--- src/rtl/axis_insert_header_gen_if.sv ---
// Bundle of the three streams around the header inserter: the payload stream,
// the header side channel and the repacked output stream, plus the sticky
// keep error flag.
//   slave  : the inserter's view (payload/header sinks, output source)
//   master : the surrounding logic's view (payload/header source, output sink)
interface axis_insert_header_gen_if #(
    parameter int DATA_WD      = 32,
    parameter int DATA_BYTE_WD = DATA_WD / 8,
    parameter int BYTE_CNT_WD  = $clog2(DATA_BYTE_WD)
);
    logic                    valid_in;
    logic [DATA_WD-1:0]      data_in;
    logic [DATA_BYTE_WD-1:0] keep_in;
    logic                    last_in;
    logic                    ready_in;

    logic                    valid_out;
    logic [DATA_WD-1:0]      data_out;
    logic [DATA_BYTE_WD-1:0] keep_out;
    logic                    last_out;
    logic                    ready_out;

    logic                    valid_insert;
    logic [DATA_WD-1:0]      data_insert;
    logic [DATA_BYTE_WD-1:0] keep_insert;
    logic [BYTE_CNT_WD:0]    byte_insert_cnt;
    logic                    ready_insert;

    logic                    err_keep;

    modport slave (
        input  valid_in, data_in, keep_in, last_in, ready_out,
               valid_insert, data_insert, keep_insert, byte_insert_cnt,
        output ready_in, valid_out, data_out, keep_out, last_out,
               ready_insert, err_keep
    );

    modport master (
        output valid_in, data_in, keep_in, last_in, ready_out,
               valid_insert, data_insert, keep_insert, byte_insert_cnt,
        input  ready_in, valid_out, data_out, keep_out, last_out,
               ready_insert, err_keep
    );
endinterface

--- src/rtl/axis_insert_header_gen.sv ---
// Prepends a 0..N byte header to each AXI-Stream packet and repacks the
// payload into full beats, adding a trailing beat when the carried bytes
// overflow the last input beat. Byte lane N-1 is first on the wire.
// Ports:
//   clk, rst_n : clock, asynchronous active-low reset
//   bus        : slave view of axis_insert_header_gen_if (payload in,
//                header in, repacked stream out, sticky err_keep)
//
// state  | meaning
// IDLE   | waiting for a header; ready_insert high
// STREAM | passing payload beats, merging carried bytes into each beat
// FLUSH  | emitting the overflow bytes of the last payload beat
module axis_insert_header_gen #(
    parameter int DATA_WD      = 32,
    parameter int DATA_BYTE_WD = DATA_WD / 8,
    parameter int BYTE_CNT_WD  = $clog2(DATA_BYTE_WD)
) (
    input logic                     clk,
    input logic                     rst_n,
    axis_insert_header_gen_if.slave bus
);
    localparam int N  = DATA_BYTE_WD;
    localparam int CW = BYTE_CNT_WD + 1;
    localparam logic [CW-1:0] N_C = CW'(N);

    typedef enum logic [1:0] {IDLE, STREAM, FLUSH} state_t;

    state_t             state;
    logic [DATA_WD-1:0] carry;
    logic [CW-1:0]      hreg;
    logic [CW-1:0]      rem;
    logic               valid_out_r;
    logic [DATA_WD-1:0] data_out_r;
    logic [N-1:0]       keep_out_r;
    logic               last_out_r;
    logic               err_keep_r;

    // Mask with the top c byte lanes set (c in 0..N).
    function automatic logic [N-1:0] top_mask(input logic [CW-1:0] c);
        logic [N-1:0] ones;
        ones = '1;
        return ~(ones >> c);
    endfunction

    function automatic logic [DATA_WD-1:0] lane_mask(input logic [N-1:0] m);
        logic [DATA_WD-1:0] r;
        r = '0;
        for (int i = 0; i < N; i++) begin
            r[i*8 +: 8] = {8{m[i]}};
        end
        return r;
    endfunction

    logic               out_free;
    logic [CW-1:0]      k;
    logic [CW-1:0]      h_clamp;
    logic [CW-1:0]      room;
    logic               fits;
    logic [CW-1:0]      last_cnt;
    logic [DATA_WD-1:0] stream_data;
    logic [DATA_WD-1:0] flush_data;
    logic               unused_keep_insert;

    assign out_free         = !valid_out_r || bus.ready_out;
    assign bus.ready_in     = (state == STREAM) && out_free;
    assign bus.ready_insert = (state == IDLE);

    always_comb begin
        k = '0;
        for (int i = 0; i < N; i++) begin
            k = k + CW'(bus.keep_in[i]);
        end
    end

    assign h_clamp  = (bus.byte_insert_cnt > N_C) ? N_C : bus.byte_insert_cnt;
    assign room     = N_C - hreg;
    assign fits     = (k <= room);
    // Only meaningful when fits, so it never exceeds N.
    assign last_cnt = hreg + k;

    // Window of {carry, data_in} starting at carry's byte hreg-1: the carried
    // bytes land in the MSB lanes followed by the top N-hreg payload bytes.
    assign stream_data = DATA_WD'({carry, bus.data_in} >> {hreg, 3'b000});
    assign flush_data  = carry << {room, 3'b000};

    assign unused_keep_insert = ^bus.keep_insert;

    always_ff @(posedge clk or negedge rst_n) begin
        if (!rst_n) begin
            state       <= IDLE;
            carry       <= '0;
            hreg        <= '0;
            rem         <= '0;
            valid_out_r <= 1'b0;
            data_out_r  <= '0;
            keep_out_r  <= '0;
            last_out_r  <= 1'b0;
            err_keep_r  <= 1'b0;
        end else begin
            if (bus.ready_out) begin
                valid_out_r <= 1'b0;
            end
            case (state)
                IDLE: begin
                    if (bus.valid_insert) begin
                        carry <= bus.data_insert;
                        hreg  <= h_clamp;
                        state <= STREAM;
                    end
                end
                STREAM: begin
                    if (bus.valid_in && bus.ready_in) begin
                        carry       <= bus.data_in;
                        valid_out_r <= 1'b1;
                        if (bus.keep_in != top_mask(k)) begin
                            err_keep_r <= 1'b1;
                        end
                        if (bus.last_in && fits) begin
                            data_out_r <= stream_data & lane_mask(top_mask(last_cnt));
                            keep_out_r <= top_mask(last_cnt);
                            last_out_r <= 1'b1;
                            state      <= IDLE;
                        end else begin
                            data_out_r <= stream_data;
                            keep_out_r <= '1;
                            last_out_r <= 1'b0;
                            if (bus.last_in) begin
                                rem   <= k - room;
                                state <= FLUSH;
                            end
                        end
                    end
                end
                FLUSH: begin
                    if (out_free) begin
                        valid_out_r <= 1'b1;
                        data_out_r  <= flush_data & lane_mask(top_mask(rem));
                        keep_out_r  <= top_mask(rem);
                        last_out_r  <= 1'b1;
                        state       <= IDLE;
                    end
                end
                default: state <= IDLE;
            endcase
        end
    end

    assign bus.valid_out = valid_out_r;
    assign bus.data_out  = data_out_r;
    assign bus.keep_out  = keep_out_r;
    assign bus.last_out  = last_out_r;
    assign bus.err_keep  = err_keep_r;
endmodule

--- src/flat_wrapper.sv ---
// flat-port wrapper written by rule: the top's interface ports become plain ports
module axis_insert_header_gen_flat 
#(
    parameter int DATA_WD      = 32,
    parameter int DATA_BYTE_WD = DATA_WD / 8,
    parameter int BYTE_CNT_WD  = $clog2(DATA_BYTE_WD)
)
  (clk, rst_n, bus_valid_in, bus_data_in, bus_keep_in, bus_last_in, bus_ready_out, bus_valid_insert, bus_data_insert, bus_keep_insert, bus_byte_insert_cnt, bus_ready_in, bus_valid_out, bus_data_out, bus_keep_out, bus_last_out, bus_ready_insert, bus_err_keep);
  axis_insert_header_gen_if #(.DATA_WD(DATA_WD), .DATA_BYTE_WD(DATA_BYTE_WD), .BYTE_CNT_WD(BYTE_CNT_WD)) bus_i ();
  input logic clk;
  input logic rst_n;
  input wire logic [$bits(bus_i.valid_in)-1:0] bus_valid_in;
  input wire logic [$bits(bus_i.data_in)-1:0] bus_data_in;
  input wire logic [$bits(bus_i.keep_in)-1:0] bus_keep_in;
  input wire logic [$bits(bus_i.last_in)-1:0] bus_last_in;
  input wire logic [$bits(bus_i.ready_out)-1:0] bus_ready_out;
  input wire logic [$bits(bus_i.valid_insert)-1:0] bus_valid_insert;
  input wire logic [$bits(bus_i.data_insert)-1:0] bus_data_insert;
  input wire logic [$bits(bus_i.keep_insert)-1:0] bus_keep_insert;
  input wire logic [$bits(bus_i.byte_insert_cnt)-1:0] bus_byte_insert_cnt;
  output wire logic [$bits(bus_i.ready_in)-1:0] bus_ready_in;
  output wire logic [$bits(bus_i.valid_out)-1:0] bus_valid_out;
  output wire logic [$bits(bus_i.data_out)-1:0] bus_data_out;
  output wire logic [$bits(bus_i.keep_out)-1:0] bus_keep_out;
  output wire logic [$bits(bus_i.last_out)-1:0] bus_last_out;
  output wire logic [$bits(bus_i.ready_insert)-1:0] bus_ready_insert;
  output wire logic [$bits(bus_i.err_keep)-1:0] bus_err_keep;
  assign bus_i.valid_in = bus_valid_in;
  assign bus_i.data_in = bus_data_in;
  assign bus_i.keep_in = bus_keep_in;
  assign bus_i.last_in = bus_last_in;
  assign bus_i.ready_out = bus_ready_out;
  assign bus_i.valid_insert = bus_valid_insert;
  assign bus_i.data_insert = bus_data_insert;
  assign bus_i.keep_insert = bus_keep_insert;
  assign bus_i.byte_insert_cnt = bus_byte_insert_cnt;
  assign bus_ready_in = bus_i.ready_in;
  assign bus_valid_out = bus_i.valid_out;
  assign bus_data_out = bus_i.data_out;
  assign bus_keep_out = bus_i.keep_out;
  assign bus_last_out = bus_i.last_out;
  assign bus_ready_insert = bus_i.ready_insert;
  assign bus_err_keep = bus_i.err_keep;
  axis_insert_header_gen #(.DATA_WD(DATA_WD), .DATA_BYTE_WD(DATA_BYTE_WD), .BYTE_CNT_WD(BYTE_CNT_WD)) u_core (.clk(clk), .rst_n(rst_n), .bus(bus_i));
endmodule
--- config.mk ---
export PLATFORM = sky130hd
export DESIGN_NAME = axis_insert_header_gen_flat
export DESIGN_NICKNAME = d
export VERILOG_FILES = /design/src/rtl/axis_insert_header_gen_if.sv /design/src/rtl/axis_insert_header_gen.sv /design/src/flat_wrapper.sv
export SDC_FILE = /design/constraint.sdc
export NUM_CORES = 1
export LEC_CHECK = 0
export ABC_AREA = 1
export BUFFER_PORTS_ARGS = -buffer_cell sky130_fd_sc_hd__buf_2
export CAP_MARGIN = 20
export CORE_MARGIN = 1
export CORE_UTILIZATION = 35
export DETAILED_ROUTE_END_ITERATION = 10
export HOLD_SLACK_MARGIN = 0.06
export PLACE_DENSITY_LB_ADDON = 0.08
export SYNTH_ARGS = -nofsm -noshare
export SYNTH_HDL_FRONTEND = slang
export SYNTH_SLANG_ARGS = --single-unit
--- constraint.sdc ---
create_clock -name clk -period 4.52 [get_ports clk]
set_input_delay 1.356 -clock clk [delete_from_list [all_inputs] [get_ports clk]]
set_output_delay 1.356 -clock clk [all_outputs]
set_load 0.05 [all_outputs]
Yosys cells after proc, flatten, opt, wreduce, memory -nomap -nowiden
Cells that the tools add are included. Widths: inputs -> output; s select.

Add/subtract/negate cells: 6. Magnitude comparators: 2. Equality and inequality tests: 7. Shifts and indexed selects: 5. Mux-type cells: 26. Bitwise operators: 6. Reduce and logical (&&, ||, !) cells: 14.

Operators with widths (count): $mux 32 (5); $pmux 32 s2 (2); $and 32x32->32 (2); $shr 64x6->32 (1); $shl 32x6->32 (1); $mux 4 (3); $not 4->4 (3); $shr 4x3->4 const A (3); $mux 2 (5); $reduce_and 3->1 (3); $pmux 4 s2 (1); $reduce_and 4->1 (2); $add 3x1->3 (2); $mux 1 (6); $pmux 2 s3 (1); $ne 2x2->1 const B (2); $ne 4x4->1 (1); $pmux 1 s2 (2); $reduce_bool 2->1 (2); $add 3x3->3 (1); $gt 3x3->1 const B (1); $le 3x3->1 (1); $logic_and 1x1->1 (3); $mux 3 (1); 12 further kinds (12).

Register bits after elaboration: 79. Logic and storage cells: 75.

Depth between registers and ports, before layout
Word-level depth: 10. Depth in mapped cells: 18.

Least setup slack after synthesis
No wires, ideal clock.

Path kind: input port to flip-flop. Start: input bus_keep_in[0]. End: register u_core.keep_out_r[2], in the netlist u_core.bus.keep_out[2]. Library setup time: 118 ps. Arrival: 3590 ps. Data required time: 4402 ps. Path slack: 813 ps. Cell stages on the path: 16. Path buffers: 0. Cell sequence: ha_1 > inv_1 > fa_1 > inv_1 > ha_1 > inv_1 > fa_1 > xor2_1 > nand2_1 > nand2_1 > nor2_1 > nand3_4 > nand2_1 > nand2_1 > nand2_1 > nand2_1.

Word-level cells in the longest chain between the ends: 9.

RTL lines: start, declared (line flat_wrapper.sv:14) `input wire logic [$bits(bus_i.keep_in)-1:0] bus_keep_in;`; $add 1x1->2 (*) (line axis_insert_header_gen.sv:71) `k = k + CW'(bus.keep_in[i]);`; $add 3x1->3 (*) (2 in a row) (line axis_insert_header_gen.sv:71); $add 3x3->3 (line axis_insert_header_gen.sv:79) `assign last_cnt = hreg + k;`; $shr 4x3->4 (line axis_insert_header_gen.sv:42) `return ~(ones >> c);`; $not 4->4 (line axis_insert_header_gen.sv:42); $mux 4 (*) (line axis_insert_header_gen.sv:118) `if (bus.last_in && fits) begin`; $mux 4 (*) (line axis_insert_header_gen.sv:112) `if (bus.valid_in && bus.ready_in) begin`; $pmux 4 s2 (*) (line axis_insert_header_gen.sv:103) `case (state)`; end signal, assigned (line axis_insert_header_gen.sv:120) `keep_out_r <= top_mask(last_cnt);`; end signal, assigned (line axis_insert_header_gen.sv:138) `keep_out_r <= top_mask(rem);`; end, declared (line axis_insert_header_gen.sv:34) `logic [N-1:0] keep_out_r;`.

Mark *: on every way between the ends. The rest lies on a longest branch, timed or not. The select of a mux whose other input is x is not followed. A chain may end at the register's enable or synchronous reset.

Final worst setup path
Ends and elaborated chain as after synthesis.

==> out/metrics.csv <==
metric,value,unit
status,completed,
Port Buf Inserts,117,
FF/Latch Area,1980,um2
FP Rows,48,
Synth Cell Area,6260,um2
cells after synthesis,925,
Worst EP arrival,3.97,ns
largest fanout on the critical path,9,
largest net degree at the start of global routing,91,
ant diodes,0,
R2R depth,9,
Final Max Tran Viols,0,
Initial DRT Pass Iterations,5,
vias per cell,5.02,
CTS tree,built,
CTS root buffer,clkbuf_16,
fin crit share,82.6,%
RSZ-0062 raised after global routing,no,
register area share after synthesis,31.6,%
cell family contributing the most delay on the critical path,adder cells,
final hold vios,0,
final hold slack,0.456,ns
Final Critical Period,3.73,ns
"FFs w/ async S/R, synth",100,%
R2R Path End,u_core.bus.data_out[2],
share of cells above drive strength 1,19.7,%
crit path launch type,input port,
post-synth top area share,31.6,%
Worst Tran Pin Value,0.796,ns
footprint of the multi-input gates,3470,um2
RR Startpoint,u_core.hreg[2],
antenna-violating nets left,0,
Die Y,136,um
synth cell count leaders,"nand2_1, inv_1, a21oi_1",
drt total wl,20.6,mm
DRT iter0 DRCs,589,
Slew HR,46.9,%
top_reg_cell synth,dfrtp_1,
f_max,268,MHz
clk slew on worst S/H paths,0.06,ns
cell with the most instances after synthesis,nand2_1,
total track usage,23.1,%
DR DRC count,0,
CP max-delay cell,fa_1,
die width,136,um
WP buf/inv,4,
CP startpoint,bus_keep_in[0],
crit-path cells,buf_2 > ha_1 > inv_1 > fa_1 > inv_1 > ha_1 > inv_1 > fa_1 > xor2_1 > nand2_1 > nand2_1 > nor2_1 > nand3_4 > nand2_1 > nand2_1 > nand2_1 > nand2_1,
Total Nets Final,1102,
setup bufs post-CTS,0,
most frequent CP cell,nand2_1,
largest area contributor in the netlist,dfrtp_1,
cts repair resizes,0,
"EDFF count, synth",0,
HP Class,flip-flop to flip-flop,
via count,6214,
die area,18400,um2
max cap viols,0,
H-tree levels,3,
Max clock buf depth,2,
remaining global-route overflow,0,
Hold Path Depth,1,
clk sinks,79,
DR WL/cell,16.6,um
Initial Utilization,36.1,%
"Req. time, crit path",4.76,ns
vias in the first global route,5573,
TritonCTS Buffers,9,
io pins,122,
cts hold-fix bufs,0,
kind of critical path,input port to flip-flop,
Clock Skew,0.00835,ns
flop2flop setup slack,1.70,ns
fillers,1916,
setup_tns,0,ns
setup violators final,0,
Synth cell types,40,
Area contributors post-synth,"dfrtp_1, nand2_1, a21oi_1",
"Net Count, Synth",1020,
Final GP Congestion,0.849,
Worst setup EP type,flip-flop,
CORE AREA,17400,um2
CP max stage delay,0.44,ns
initial antenna violation count,0,
Hold Path Origin,u_core.bus.err_keep,
average size of a mapped cell,6.77,um2
Yosys Warn Count,0,
HPWL after detailed placement,15.0,mm
Worst Hold Path EP,u_core.bus.err_keep,
clk_lat worst skew,0.35,ns
global-route wire length before repair,32.5,mm
layout overhead on the synthesized area,15.7,%
post-synthesis register bit count,79,
## logic make-up after synthesis
kind of cell / Yosys count / synth area share [%]
compound gates: 293 / 26.2
xor+xnor: 7 / 0.979
fa+ha+maj: 14 / 3.16
buf+inv: 181 / 13.0
flops: 79 / 31.6
simple gates: 351 / 25.1
## worst max path at each step
| stage | to | slack, ns | cells past startpoint |
|---|---|---|---|
| after global placement | u_core.bus.keep_out[2] | 0.41 | 17 |
| after global routing | u_core.bus.keep_out[2] | 0.55 | 17 |
| after floorplan | u_core.bus.keep_out[2] | 0.81 | 16 |
| after CTS | u_core.bus.keep_out[2] | 0.76 | 17 |
| final | u_core.bus.keep_out[2] | 0.79 | 17 |
| after detailed placement | u_core.bus.keep_out[2] | 0.41 | 17 |
## metrics by stage
step / util (%) / std cells / worst slack (ns) / instance area (um2)
global route: 41.8 / 1237 / 0.554 / 7250
detailed placement: 39.6 / 1220 / 0.406 / 6870
finish: 41.8 / 1237 / 0.786 / 7250
global placement: 39.6 / 1220 / 0.408 / 6870
CTS: 41.6 / 1236 / 0.759 / 7230
floorplan: - / 925 / 0.813 / 6260
## state kept, by name (all words and copies together), names as in the netlist
name and flops:
u_core.bus.keep_out 4, u_core.state 2, u_core.carry 32, u_core.bus.last_out 1, u_core.rem 3, u_core.bus.valid_out 1, u_core.bus.err_keep 1, u_core.hreg 3
u_core.bus.data_out 32
## per-layer routing
layer	wire length, um	track usage, %	vias to the layer above
met4	167	5.24	0
met2	7560	28.9	208
met3	1180	2.32	10
met1	11600	40.0	2799
met5	0	0	-
li1	-	-	3197
## layout make-up
class                           count  area share, %
Multi-Input combinational cell    665           47.9
Sequential cell                    79           27.3
Timing Repair Buffer              129           9.53
Inverter                          123           6.40
Tap cell                          225           3.88
Clock buffer                       10           3.16
Clock inverter                      6           1.83
## cells in the final DEF (no fill, tap or decap), types with 9 or more instances in the layout
cell type / netlist / final
a21oi_1: 104 / 104
nand3_1: 50 / 50
dfrtp_1: 79 / 78
ha_1: 11 / 10
nand2_1: 187 / 187
or2_1: 11 / 11
inv_1: 115 / 115
o211ai_1: 19 / 19
a21oi_2: 10 / 10
buf_4: 5 / 12
nor2_1: 64 / 64
o22ai_1: 14 / 14
o21ai_0: 102 / 102
buf_2: 26 / 116
clkbuf_16: 0 / 9
o21ai_1: 23 / 23
or2_2: 24 / 24
Power is left out: the tool's default activity adds up to more than one toggle a clock period on the data nets, which glitch-free logic cannot reach.
